File: src/rtl/serial_subtractor.sv
`default_nettype none
// ============================================================================
//  Module   : serial_subtractor
//  Purpose  : Bit-serial subtractor. It recovers one adder operand from the
//             17-bit sum and the other operand: diff = sum_in - n2.
//             The difference is computed one bit per clock, LSB first.
//             Valid/ready handshake on the operand side and the result side.
//  Revision : 1.0  initial release
// ============================================================================
module serial_subtractor #(
    parameter int WIDTH = 16
) (
    input  logic             clk,
    input  logic             rst,
    input  logic             in_valid,
    output logic             in_ready,
    input  logic [WIDTH:0]   sum_in,
    input  logic [WIDTH-1:0] n2,
    output logic             out_valid,
    input  logic             out_ready,
    output logic [WIDTH-1:0] diff_out,
    output logic             neg,
    output logic             ovf
);

    // Counter must reach WIDTH, which is the index of the last bit edge.
    localparam int             c_cnt_w    = $clog2(WIDTH + 1);
    localparam logic [c_cnt_w-1:0] c_cnt_last = c_cnt_w'(WIDTH);

    localparam logic [1:0] c_st_idle  = 2'd0;
    localparam logic [1:0] c_st_shift = 2'd1;
    localparam logic [1:0] c_st_done  = 2'd2;

    logic [1:0]         r_state;
    logic [WIDTH:0]     r_a;        // minuend, shifted right one bit per edge
    logic [WIDTH:0]     r_b;        // zero-extended subtrahend, shifted likewise
    logic [WIDTH:0]     r_res;      // difference bits enter from the MSB side
    logic [c_cnt_w-1:0] r_cnt;
    logic               r_borrow;
    logic               r_out_valid;
    logic [WIDTH-1:0]   r_diff;
    logic               r_neg;
    logic               r_ovf;

    logic               w_a0;
    logic               w_b0;
    logic               w_d;
    logic               w_borrow_nxt;
    logic [WIDTH:0]     w_res_nxt;

    // Full-subtractor cell acting on the current LSBs of the operands.
    always_comb begin
        w_a0         = r_a[0];
        w_b0         = r_b[0];
        w_d          = w_a0 ^ w_b0 ^ r_borrow;
        w_borrow_nxt = (~w_a0 & w_b0) | (~(w_a0 ^ w_b0) & r_borrow);
        w_res_nxt    = {w_d, r_res[WIDTH:1]};
    end

    // Control FSM and datapath: accept, shift WIDTH+1 bits, hold result.
    always_ff @(posedge clk) begin
        if (rst) begin
            r_state     <= c_st_idle;
            r_a         <= '0;
            r_b         <= '0;
            r_res       <= '0;
            r_cnt       <= '0;
            r_borrow    <= 1'b0;
            r_out_valid <= 1'b0;
            r_diff      <= '0;
            r_neg       <= 1'b0;
            r_ovf       <= 1'b0;
        end else begin
            case (r_state)
                c_st_idle: begin
                    if (in_valid) begin
                        r_a      <= sum_in;
                        r_b      <= {1'b0, n2};
                        r_cnt    <= '0;
                        r_borrow <= 1'b0;
                        r_state  <= c_st_shift;
                    end
                end
                c_st_shift: begin
                    r_res    <= w_res_nxt;
                    r_a      <= {1'b0, r_a[WIDTH:1]};
                    r_b      <= {1'b0, r_b[WIDTH:1]};
                    r_borrow <= w_borrow_nxt;
                    r_cnt    <= r_cnt + 1'b1;
                    // Last bit edge: publish the result including this bit.
                    if (r_cnt == c_cnt_last) begin
                        r_state     <= c_st_done;
                        r_out_valid <= 1'b1;
                        r_diff      <= w_res_nxt[WIDTH-1:0];
                        r_neg       <= w_borrow_nxt;
                        r_ovf       <= w_res_nxt[WIDTH] & ~w_borrow_nxt;
                    end
                end
                c_st_done: begin
                    // Result fields stay as-is after the handshake.
                    if (out_ready) begin
                        r_out_valid <= 1'b0;
                        r_state     <= c_st_idle;
                    end
                end
                default: begin
                    r_state <= c_st_idle;
                end
            endcase
        end
    end

    assign in_ready  = (r_state == c_st_idle);
    assign out_valid = r_out_valid;
    assign diff_out  = r_diff;
    assign neg       = r_neg;
    assign ovf       = r_ovf;

endmodule
`default_nettype wire

File: config.mk
export PLATFORM = sky130hd
export DESIGN_NAME = serial_subtractor
export DESIGN_NICKNAME = d
export VERILOG_FILES = /design/src/rtl/serial_subtractor.sv
export SDC_FILE = /design/constraint.sdc
export NUM_CORES = 1
export LEC_CHECK = 0
export BUFFER_PORTS_ARGS = -buffer_cell sky130_fd_sc_hd__buf_2
export CAP_MARGIN = 25
export CORE_MARGIN = 10
export CORE_UTILIZATION = 60
export DETAILED_ROUTE_END_ITERATION = 6
export PLACE_DENSITY = 0.91
export SLEW_MARGIN = 20
export SYNTH_ARGS = -nofsm -noshare
export SYNTH_HDL_FRONTEND = slang
export SYNTH_SLANG_ARGS = --single-unit
export TNS_END_PERCENT = 1
File: constraint.sdc
create_clock -name clk -period 3.08 [get_ports clk]
set_clock_uncertainty 0.05 [all_clocks]
set_input_delay 0.308 -clock clk [delete_from_list [all_inputs] [get_ports clk]]
set_output_delay 0.308 -clock clk [all_outputs]
set_load 0.03 [all_outputs]
After elaboration in Yosys (flattened, before gate mapping)
Index checks and enable logic that the tools add are counted.
W data, S select, Z words.

operators by class
  add/subtract/negate cells = 1
  equality and inequality tests = 6
  multiplexer cells = 15
  bitwise operators = 9
  reductions and logical operators = 7

operator list
  kind                   count
  $pmux W17 S2           2
  $mux W17               2
  $pmux W5 S2            1
  $mux W2                3
  $ne A2 B2 Y1 const B   3
  $pmux W2 S3            1
  $reduce_and A3 Y1      2
  $add A5 B1 Y5 const B  1
  $eq A5 B5 Y1 const B   1
  $mux W5                1
  $pmux W1 S2            2
  $reduce_and A2 Y1      2
  $reduce_bool A2 Y1     2
  $and A1 B1 Y1          3
  $mux W1                3
  $not A1 Y1             3
  $eq A2 B1 Y1 const B   1
  $eq A2 B2 Y1 const B   1
  $logic_not A2 Y1       1
  $xor A1 B1 Y1          2
  $or A1 B1 Y1           1

storage, ports and cells
  register bits = 78
  input port bits = 37
  output and inout bits = 20
  logic and storage cells = 48

Depth between registers and ports, before layout
  word-level depth = 6
  gate-level depth with buffers = 7
  depth with buffers taken out = 5

Least setup slack after synthesis
Ideal clock, no wire load.

  kind = reg2out
  start point = register r_state[1]
  end point = output in_ready
  arrival = 1,184 ps
  data required time = 2,722 ps
  setup slack = 1,538 ps
  cell stages (with the launch flop) = 5
  path buffers = 3
  cell sequence = dfxtp_1 -> buf_2 -> buf_2 -> buf_2 -> nor2_1

on the way
  cells in the longest elaborated chain, start to end = 1

RTL lines
  what                    RTL line  source
  from (decl)             34        logic [1:0] r_state;
  from (signal assigned)  63        r_state <= c_st_idle;
  from (signal assigned)  81        r_state <= c_st_shift;
  from (signal assigned)  92        r_state <= c_st_done;
  $logic_not A2 Y1        113       assign in_ready = (r_state == c_st_idle);
  to (decl)               16        output logic in_ready,

Every way passes these cells.

Final worst setup path
Same ends and word-level chain as after synthesis.

==> results.py <==
metrics = {
    "drt": {
        "drt_iter0_drc": 252,
        "drc": 0,
        "first_pass_iters": 4,
        "avgViaCountPerCell": 5.82,
        "wire_per_inst_um": 14.9,
        "totalWireLength_um": 8250,
        "vias": 3232,
        "drtAntennaViolNets": 0,
    },
    "synth": {
        "syn_nets": 487,
        "synthFlopType": "dfxtp_1",
        "synth_top_family_by_area": "compound AO/OA/AOI/OAI gates",
        "yosys.area.top_type_share": 0.415,
        "synthSimpleGateAreaFrac": 0.199,
        "synth-xor-area-share": 0,
        "yosys_warnings": 0,
        "synth_area_um2": 3670,
        "synth_seq_cells": 76,
        "synth_mux_area_frac": 0.00887,
        "synth_edf_count": 0,
        "syn_inst": 447,
        "postSynth.asyncResetShare": 0,
        "synthAdderAreaFrac": 0.0123,
        "synth_compound_area_frac": 0.268,
        "yosys.area.top_type": "dfxtp_1",
        "ys_types": 41,
        "synth.avg_cell_area_um2": 8.21,
        "yosysSeqAreaShare": 0.415,
        "synthTopCellsByArea": "dfxtp_1 41%, a21oi_1 10%, o221a_2 8.9%",
    },
    "finish": {
        "final_area_um2": 4060,
        "layout.nets": 516,
        "utilization": 0.685,
        "final_cells": 555,
        "fillers": 462,
        "syn2layout_area_growth_pct": 10.6,
        "final_cell_mix": "76 x a21oi_1, 75 x dfxtp_1, 61 x nor2_1, 56 x buf_2",
        "layout_commonest_cell": "a21oi_1",
        "antenna_cells": 0,
        "drive_gt1_frac": 0.248,
    },
    "floorplanning": {
        "fp.dieW_um": 98.2,
        "num_rows": 28,
        "die_h_um": 98.2,
        "core-area_um2": 5920,
        "top_level_ports": 57,
        "start_util": 0.620,
        "die_area_um2": 9640,
    },
    "worst_hold_path": {
        "min-delay-start": "sum_in[16]",
        "min_path_type": "input pin to flip-flop",
    },
    "timing": {
        "tightest_slew_ns": 0.941,
        "finalCritPeriodShare": 0.681,
        "rsz0062_at_grt": "false",
        "tns_ns": 0,
        "timing.final.crit_period_ns": 2.10,
        "fin_hold_ws_ns": 0.172,
        "relSlewSlack": 0.373,
        "max_freq_mhz": 476,
        "setup_viol": 0,
        "slew_viol_final": 0,
        "hold_viol_final": 0,
    },
    "global_route": {
        "grt_usage": 0.169,
        "grt_pass1_wl_um": 14100,
        "overflow": 0,
        "antenna_found_initial": 0,
        "grt_max_degree": 57,
        "grt_pass1_vias": 3079,
    },
    "cts": {
        "hold_buffers": 0,
        "cts_tree": "built",
        "cts-buffers-inserted": 9,
        "path_clk_slew_ns": 0.07,
        "cts_resized": 0,
        "cts.sinks": 76,
        "clk_latency_ns": 0.35,
        "clockBufferDepth": 2,
        "htree_levels": 3,
        "postCtsSetupBuffers": 0,
        "root_buffer": "clkbuf_8",
    },
    "power_and_ir_drop": {
        "power_density_nw_per_um2": 503,
        "vdd_drop_max_mv": 0.308,
        "total_leakage_power_nw": 1.67,
    },
    "worst_setup_path": {
        "cp-end-kind": "output pin",
        "cp.arrival_ns": 1.74,
        "cp-start-kind": "flip-flop",
        "worstSetupPathType": "flip-flop to output pin",
        "cp.required_ns": 2.72,
        "cp-startpoint": "r_state[1]$_SDFFE_PP0P_",
        "rr_startpoint": "r_cnt[0]$_SDFFE_PP0P_",
        "crit_fanout": 35,
    },
    "run": {
        "drv_cap": 0,
    },
    "placed_design": {
        "dpl_cell_area_um2": 3870,
        "dp_cells": 540,
        "portBuffers": 56,
        "dp_hpwl_um": 5280,
        "gp_congestion": 0.861,
    },
    "status": {
        "status": "complete, no violations",
    },
}
==> registers in the layout, summed over array words and instances (netlist names) <==
signal	count
r_a	17
diff_out	16
r_b	16
r_res	16
r_cnt	5
r_state	2
neg	1
out_valid	1
ovf	1
r_borrow	1
==> layout make-up <==
class                      count  area (µm²)  share of cell area
inverter                      36         135              0.0333
timing repair buffer          61         330              0.0814
tap                           75        93.8              0.0231
clock inverter                 2        35.0             0.00863
multi-input combinational    292        1790               0.442
sequential                    76        1520               0.375
clock buffer                  13         149              0.0367
==> cells by family (layout without fill, tap and decap cells) <==
family / after synthesis / after routing
adders and majority gates: 3 / 3
DFF: 76 / 76
buffers and inverters: 79 / 112
AOI/OAI and AO/OA: 140 / 140
and+or+nand+nor: 146 / 146
muxes: 3 / 3
==> per-layer routing <==
layer  GRT usage  vias to the layer above  part of all wire
met5           0                        -                 0
met4      0.0673                        0             0.020
met3      0.0437                       16             0.059
met2       0.271                       98              0.48
met1       0.211                     1522              0.44
li1            -                     1596                 -
==> synthesized netlist by cell type (2+ instances only) <==
cell type	count
a211oi_1	3
a21oi_1	76
a22o_1	2
a2bb2oi_1	2
buf_1	4
buf_2	19
buf_4	4
buf_6	3
clkbuf_1	13
dfxtp_1	76
ha_1	2
inv_1	35
mux2_1	2
nand2_1	35
nand2b_1	19
nand4_1	2
nand4b_1	16
nor2_1	61
nor2b_1	3
nor3b_1	4
o21ai_0	7
o21ai_2	10
o221a_2	29
o22a_1	3
==> worst max-delay path: stages, from the launching register on <==
cell and delay (ns):
dfxtp_2 0.71, buf_4 0.42, nor2_1 0.07, buf_2 0.19
==> power by group <==
part | internal (mW) | switching, mW | leakage [nW]
Clock | 0.392 | 0.343 | 0.0935
Sequential | 1.03 | 0.0382 | 0.622
Combinational | 0.110 | 0.131 | 0.952
==> path summary, 6_finish.rpt <==
kind	end	slack (ns)	depth (start not counted)
worst max register to register	ovf$_SDFFE_PP0P_	1.01	5
worst max-delay path	in_ready	0.98	3
worst min-delay path	r_a[16]$_SDFFE_PP0P_	0.17	3
worst min register to register	r_res[4]$_SDFFE_PP0P_	0.41	2
==> stage by stage <==
step / setup slack, ns / power [mW]
floorplan: 1.54 / 1.26
global placement: 1.15 / 1.31
detailed placement: 1.05 / 1.32
CTS: 0.985 / 2.05
global route: 0.828 / 2.13
finish: 0.981 / 2.04
Note: power is estimated with default switching activity, not from simulation.
